===== config.mk =====
export PLATFORM = sky130hd
export DESIGN_NAME = execute_muldiv_flat
export DESIGN_NICKNAME = d
export VERILOG_FILES = /design/src/rtl/execute_muldiv_if.sv /design/src/rtl/execute_muldiv.sv /design/src/flat_wrapper.sv
export SDC_FILE = /design/constraint.sdc
export NUM_CORES = 1
export LEC_CHECK = 0
export CAP_MARGIN = 5
export CORE_ASPECT_RATIO = 2
export CORE_UTILIZATION = 50
export DETAILED_ROUTE_END_ITERATION = 16
export GPL_TIMING_DRIVEN = 1
export PLACE_DENSITY = 0.69
export SLEW_MARGIN = 5
export SYNTH_ARGS = -nofsm -noshare
export SYNTH_HDL_FRONTEND = slang
export SYNTH_SLANG_ARGS = --single-unit

===== constraint.sdc =====
create_clock -name clk_i -period 7.5 [get_ports clk_i]
set_clock_uncertainty 0.15 [all_clocks]
set_input_delay 1.125 -clock clk_i [delete_from_list [all_inputs] [get_ports clk_i]]
set_output_delay 1.125 -clock clk_i [all_outputs]
set_load 0.005 [all_outputs]

===== src/rtl/execute_muldiv_if.sv =====
// Execute-stage handshake between the pipeline and the iterative RV32M unit.
// The pipeline side is the master; the multiply/divide unit is the slave.
interface execute_muldiv_if #(
  parameter int DATA_WIDTH = 32
);
  logic                  start_i;
  logic [2:0]            op_i;
  logic [DATA_WIDTH-1:0] rs1_i;
  logic [DATA_WIDTH-1:0] rs2_i;
  logic [4:0]            rd_i;
  logic                  flush_i;
  logic                  busy_o;
  logic                  done_o;
  logic [DATA_WIDTH-1:0] result_o;
  logic [4:0]            rd_o;

  modport master (
    output start_i, op_i, rs1_i, rs2_i, rd_i, flush_i,
    input  busy_o, done_o, result_o, rd_o
  );

  modport slave (
    input  start_i, op_i, rs1_i, rs2_i, rd_i, flush_i,
    output busy_o, done_o, result_o, rd_o
  );
endinterface


===== src/rtl/execute_muldiv.sv =====
// Iterative RV32M multiply/divide: one shift-add or restoring shift-subtract
// step per cycle on operand magnitudes, sign and special cases fixed at the end.
module execute_muldiv #(
  parameter int DATA_WIDTH = 32
) (
  input  logic             clk_i,
  input  logic             rst_i,
  execute_muldiv_if.slave  bus
);
  localparam int W  = DATA_WIDTH;
  localparam int CW = $clog2(DATA_WIDTH);

  typedef enum logic [1:0] {IDLE, CALC, DONE} state_t;

  state_t          state_q;
  logic [CW-1:0]   cnt_q;
  logic [2:0]      op_q;
  logic [4:0]      rd_q;
  logic [W-1:0]    mag_q;
  logic [W-1:0]    rs1_q;
  logic [2*W-1:0]  acc_q;
  logic            neg_q, rs1_neg_q, div_zero_q, ovf_q;
  logic            done_q;
  logic [W-1:0]    result_q;
  logic [4:0]      rd_out_q;

  logic            sgn_a, sgn_b, a_neg, b_neg, start_ok;
  logic [W-1:0]    a_mag, b_mag;
  logic [W:0]      sum, diff;
  logic [2*W-1:0]  acc_nx, prod;
  logic [W-1:0]    quo, rem, final_res;

  // rs1 is signed for everything except MULHU/DIVU/REMU; rs2 additionally unsigned for MULHSU.
  assign sgn_a    = !(bus.op_i[0] && (bus.op_i[1] || bus.op_i[2]));
  assign sgn_b    = sgn_a && (bus.op_i != 3'b010);
  assign a_neg    = sgn_a && bus.rs1_i[W-1];
  assign b_neg    = sgn_b && bus.rs2_i[W-1];
  assign a_mag    = a_neg ? -bus.rs1_i : bus.rs1_i;
  assign b_mag    = b_neg ? -bus.rs2_i : bus.rs2_i;
  assign start_ok = (state_q == IDLE) && bus.start_i && !bus.flush_i;

  assign bus.busy_o   = start_ok || (state_q == CALC);
  assign bus.done_o   = done_q;
  assign bus.result_o = result_q;
  assign bus.rd_o     = rd_out_q;

  // acc_q holds {partial product, multiplier} or {remainder, dividend/quotient}.
  always_comb begin
    sum  = {1'b0, acc_q[2*W-1:W]} + {1'b0, mag_q};
    diff = acc_q[2*W-1:W-1] - {1'b0, mag_q};
    if (!op_q[2]) begin
      acc_nx = acc_q[0] ? {sum, acc_q[W-1:1]} : {1'b0, acc_q[2*W-1:1]};
    end else begin
      acc_nx = diff[W] ? {acc_q[2*W-2:0], 1'b0} : {diff[W-1:0], acc_q[W-2:0], 1'b1};
    end
  end

  always_comb begin
    prod = neg_q ? -acc_nx : acc_nx;
    quo  = neg_q ? -acc_nx[W-1:0] : acc_nx[W-1:0];
    rem  = rs1_neg_q ? -acc_nx[2*W-1:W] : acc_nx[2*W-1:W];
    if (div_zero_q) begin
      quo = '1;
      rem = rs1_q;
    end else if (ovf_q) begin
      quo = rs1_q;
      rem = '0;
    end
    case (op_q)
      3'b000:                 final_res = prod[W-1:0];
      3'b001, 3'b010, 3'b011: final_res = prod[2*W-1:W];
      3'b100, 3'b101:         final_res = quo;
      default:                final_res = rem;
    endcase
  end

  // NOTE: state uses non-blocking assignments so every register samples pre-edge values.
  always_ff @(posedge clk_i) begin
    if (rst_i) begin
      // NOTE: only control and output registers are reset; the datapath is always
      // reloaded on start before it is read.
      state_q  <= IDLE;
      cnt_q    <= '0;
      done_q   <= 1'b0;
      result_q <= '0;
      rd_out_q <= '0;
    end else begin
      done_q <= 1'b0;
      case (state_q)
        IDLE: begin
          if (start_ok) begin
            op_q       <= bus.op_i;
            rd_q       <= bus.rd_i;
            rs1_q      <= bus.rs1_i;
            mag_q      <= bus.op_i[2] ? b_mag : a_mag;
            acc_q      <= {{W{1'b0}}, (bus.op_i[2] ? a_mag : b_mag)};
            neg_q      <= a_neg ^ b_neg;
            rs1_neg_q  <= a_neg;
            div_zero_q <= (bus.rs2_i == '0);
            ovf_q      <= bus.op_i[2] && !bus.op_i[0] &&
                          (bus.rs1_i == {1'b1, {(W-1){1'b0}}}) && (bus.rs2_i == '1);
            cnt_q      <= '0;
            state_q    <= CALC;
          end
        end
        CALC: begin
          if (bus.flush_i) begin
            state_q <= IDLE;
          end else begin
            acc_q <= acc_nx;
            cnt_q <= cnt_q + 1'b1;
            if (cnt_q == CW'(W - 1)) begin
              state_q  <= DONE;
              done_q   <= 1'b1;
              result_q <= final_res;
              rd_out_q <= rd_q;
            end
          end
        end
        DONE:    state_q <= IDLE;
        default: state_q <= IDLE;
      endcase
    end
  end
endmodule


===== src/flat_wrapper.sv =====
// flat-port wrapper written by rule: the top's interface ports become plain ports
module execute_muldiv_flat 
#(
  parameter int DATA_WIDTH = 32
)
  (clk_i, rst_i, bus_start_i, bus_op_i, bus_rs1_i, bus_rs2_i, bus_rd_i, bus_flush_i, bus_busy_o, bus_done_o, bus_result_o, bus_rd_o);
  execute_muldiv_if #(.DATA_WIDTH(DATA_WIDTH)) bus_i ();
  input  logic clk_i;
  input  logic rst_i;
  input wire logic [$bits(bus_i.start_i)-1:0] bus_start_i;
  input wire logic [$bits(bus_i.op_i)-1:0] bus_op_i;
  input wire logic [$bits(bus_i.rs1_i)-1:0] bus_rs1_i;
  input wire logic [$bits(bus_i.rs2_i)-1:0] bus_rs2_i;
  input wire logic [$bits(bus_i.rd_i)-1:0] bus_rd_i;
  input wire logic [$bits(bus_i.flush_i)-1:0] bus_flush_i;
  output wire logic [$bits(bus_i.busy_o)-1:0] bus_busy_o;
  output wire logic [$bits(bus_i.done_o)-1:0] bus_done_o;
  output wire logic [$bits(bus_i.result_o)-1:0] bus_result_o;
  output wire logic [$bits(bus_i.rd_o)-1:0] bus_rd_o;
  assign bus_i.start_i = bus_start_i;
  assign bus_i.op_i = bus_op_i;
  assign bus_i.rs1_i = bus_rs1_i;
  assign bus_i.rs2_i = bus_rs2_i;
  assign bus_i.rd_i = bus_rd_i;
  assign bus_i.flush_i = bus_flush_i;
  assign bus_busy_o = bus_i.busy_o;
  assign bus_done_o = bus_i.done_o;
  assign bus_result_o = bus_i.result_o;
  assign bus_rd_o = bus_i.rd_o;
  execute_muldiv #(.DATA_WIDTH(DATA_WIDTH)) u_core (.clk_i(clk_i), .rst_i(rst_i), .bus(bus_i));
endmodule

==> summary.md <==
| Metric | Value |
|---|---|
| Synth Warn # | `0` |
| Starting Density | `51.0%` |
| Slew Limit Fails | `0` |
| Root Buffer | `clkbuf_16` |
| Leak | `about 7.2 nW` |
| Top Family by Delay on Critical Path | `compound AO/OA/AOI/OAI gates` |
| Vias in the first global route | `between 15k and 20k` |
| Largest net degree at the start of global routing | `66` |
| WP data arrival | `6.39 ns` |
| First-pass GRT wire length | `between 100000 and 150000 um` |
| Cts repair resizes | `0` |
| Chip height | `about 260 um` |
| Top-area cell type share of the netlist area | `around 24%` |
| TritonCTS Buffers | `17` |
| Setup_tns | `0 ns` |
| Initial DRC Count | `about 1.6k` |
| RD Place Congestion | `about 1.1` |
| Post-Syn Area per Cell | `8.22 um^2` |
| FFs w/ async S/R, synth | `0%` |
| R2R Setup Slk | `~1.3 ns` |
| Routed len/inst | `a little under 30 um` |
| Final setup vio count | `0` |
| Fin nets | `roughly 2.3k` |
| Fin crit period | `6.19 ns` |
| RSZ-0062 raised after global routing | `no` |
| Clk Latency, worst-skew pair | `between 0.4 and 0.5 ns` |
| Pwr dens | `approximately 150 nW/um^2` |
| CP Class | `reg -> reg` |
| Syn-to-layout area delta | `12.7%` |
| H-tree Lvls | `4` |
| WL final | `between 70000 and 80000 um` |
| Post-synth EDFFs | `140` |
| HP Class | `reg -> reg` |
| Residual DRC count | `0` |
| VDD IR max | `around 0.00015 V` |
| Crit-path most repeated cell | `inv_1` |
| Sequential-to-total area share from yosys stat | `about 30%` |
| # rows | `between 90 and 100` |
| Slew HR | `between 10% and 20%` |
| # clock sinks | `around 190` |
| Clock Tree Buf Depth | `2` |
| Top cells by count, synth | `a21oi_1, nand2_1, nor2_1` |
| Total Routing Usage GR | `~43%` |
| Critical path endpoint category | `register` |
| Worst-margin pin slew | `between 1 and 1.5 ns` |
| Die width | `~130 um` |
| Die area | `roughly 35000 um^2` |
| Final Hold Viols | `0` |
| GR Overflow Total | `0` |
| Vias per inst | `just under 7` |
| ANT nets after route | `0` |
| IO Port Bufs | `114` |
| Top cells by area, synth | `edfxtp_1, a21oi_1, xnor2_1` |
| Crit-path slowest cell | `or4_1` |
| Netlist cell types | `96` |
| Final HPWL DP | `roughly 60000 um` |
| Post-CTS Setup Inserts | `0` |
| Fillers | `3128` |
| Mapped Area | `about 17000 um^2` |
| Hold_buf cts | `0` |
| Max stage delay on crit path | `0.61 ns` |
| Fin crit share | `slightly above 80%` |
| Worst path cell trace | `inv_1, ha_1, inv_1, fa_1, a211oi_2, o211ai_1, a211oi_2, o32ai_2, a211o_1, mux2_2, a21oi_1, clkinv_1, ha_1, inv_1, nor3_1, nand3_2, or4_1, or3b_4, o31ai_2, xor2_1, a221oi_1, nor4_2` |
| Share of cells above drive strength 1 | `roughly 6.8%` |
| Critical Path RT | `about 7.7 ns` |
| Peak Freq | `roughly 160 MHz` |
| Worst Path Buf+Inv | `4` |
| Drt pass-1 iters | `6` |
| Flops & latches, synth | `between 150 and 200` |
| Post-Synthesis Cells | `around 2.1k` |
| Core ar. | `about 34000 um^2` |
| Worst-path fanout max | `10` |
| CP Launch Type | `register` |
| CTS tree | `built` |
| Synth Net Count | `2244` |
| Most used DFF post-synth | `edfxtp_1` |
| Ports | `~120` |
| Outcome | `complete, no violations` |
| Leading area contributor after synthesis | `edfxtp_1` |
| Max Cap Violations | `0` |
| Via count | `~18k` |
| Initial antenna violation count | `2` |
| Worst-path clk slew | `~0.08 ns` |
| Worst hold slack | `~0.31 ns` |
## worst register-to-register path: cells and delay by family (launching register included)
family,cells,cell delay [ns]
compound gates,8,2.18
xor+xnor,1,0.11
fa+ha+maj,3,0.78
buf+inv,4,0.46
flops,1,0.42
mux,1,0.22
simple gates,5,1.76
## routing by layer
layer	routed length (um)	track usage, %	part of all wire, %
met1	24300	40.5	32
met2	37900	75.8	50
met3	4690	9.12	6.2
met4	8950	44.1	12
met5	25	0	0.033
## final timing paths
path / startpoint / end / cells after the start
max: u_core.acc_q[31]$_DFFE_PP_ / u_core.bus.result_o[28]$_SDFFE_PP0P_ / 22
min: u_core.bus.rd_o[0]$_SDFFE_PP0P_ / u_core.bus.rd_o[0]$_SDFFE_PP0P_ / 2
max reg2reg: u_core.acc_q[31]$_DFFE_PP_ / u_core.bus.result_o[28]$_SDFFE_PP0P_ / 22
min reg2reg: u_core.bus.rd_o[0]$_SDFFE_PP0P_ / u_core.bus.rd_o[0]$_SDFFE_PP0P_ / 2
## area by class of cell
class	count	area, um^2	area share, %
antenna	2	5.00	0.0258
clock buffer	17	425	2.19
inverter	77	289	1.49
timing repair buffer	158	1460	7.53
clock inverter	15	173	0.890
sequential	185	5100	26.3
multi-input combinational	1715	11400	58.8
tap	436	546	2.81
## cell usage in the layout (no fill, tap or decap), drive strengths merged, types with 59 or more instances in the layout
cell type      synthesis  final
xnor2                111    111
inv                   75     83
o21ai                129    129
edfxtp               140    140
a21oi                212    212
clkdlybuf4s50          0    112
ha                    70     70
nand2                210    210
xor2                  69     69
nor2                 174    174
nor3                  59     59
mux2i                 93     93
## cells by family after synthesis
group / share of synthesized area [%]
simple gates: 19.8
mux: 6.25
compound gates: 25.3
buf+inv: 4.48
fa+ha+maj: 5.32
flops: 29.6
xor+xnor: 9.15
## metrics by stage
step / util, % / area (um^2) / setup WS, ns / cells / power (mW)
2_1_floorplan: - / 17200 / 1.94 / 2096 / 1.73
3_3_place_gp: 55.7 / 18800 / 1.56 / 2570 / 2.03
3_5_place_dp: 55.7 / 18800 / 1.43 / 2570 / 2.04
4_1_cts: 57.4 / 19400 / 1.42 / 2602 / 2.97
5_1_grt: 57.5 / 19400 / 0.987 / 2603 / 3.09
6_report: 57.5 / 19400 / 1.31 / 2605 / 3.00
## power breakdown
group / switching [mW] / internal [mW] / total, mW / leakage, nW
clock network: 0.495 / 0.450 / 0.945 / 0.293
registers: 0.0318 / 1.15 / 1.18 / 1.65
logic: 0.566 / 0.306 / 0.872 / 5.22
total: 1.09 / 1.90 / 3.00 / 7.16
## registers in the layout, indices dropped and copies added (netlist names)
| signal | cells |
|---|---|
| u_core.neg_q | 1 |
| u_core.op_q | 3 |
| u_core.mag_q | 32 |
| u_core.rs1_q | 32 |
| u_core.div_zero_q | 1 |
| u_core.acc_q | 64 |
| u_core.rs1_neg_q | 1 |
| u_core.bus.rd_o | 5 |
| u_core.cnt_q | 5 |
| u_core.ovf_q | 1 |
| u_core.state_q | 2 |
| u_core.rd_q | 5 |
| u_core.bus.done_o | 1 |
| u_core.bus.result_o | 32 |
Note: power is estimated with default switching activity, not from simulation.
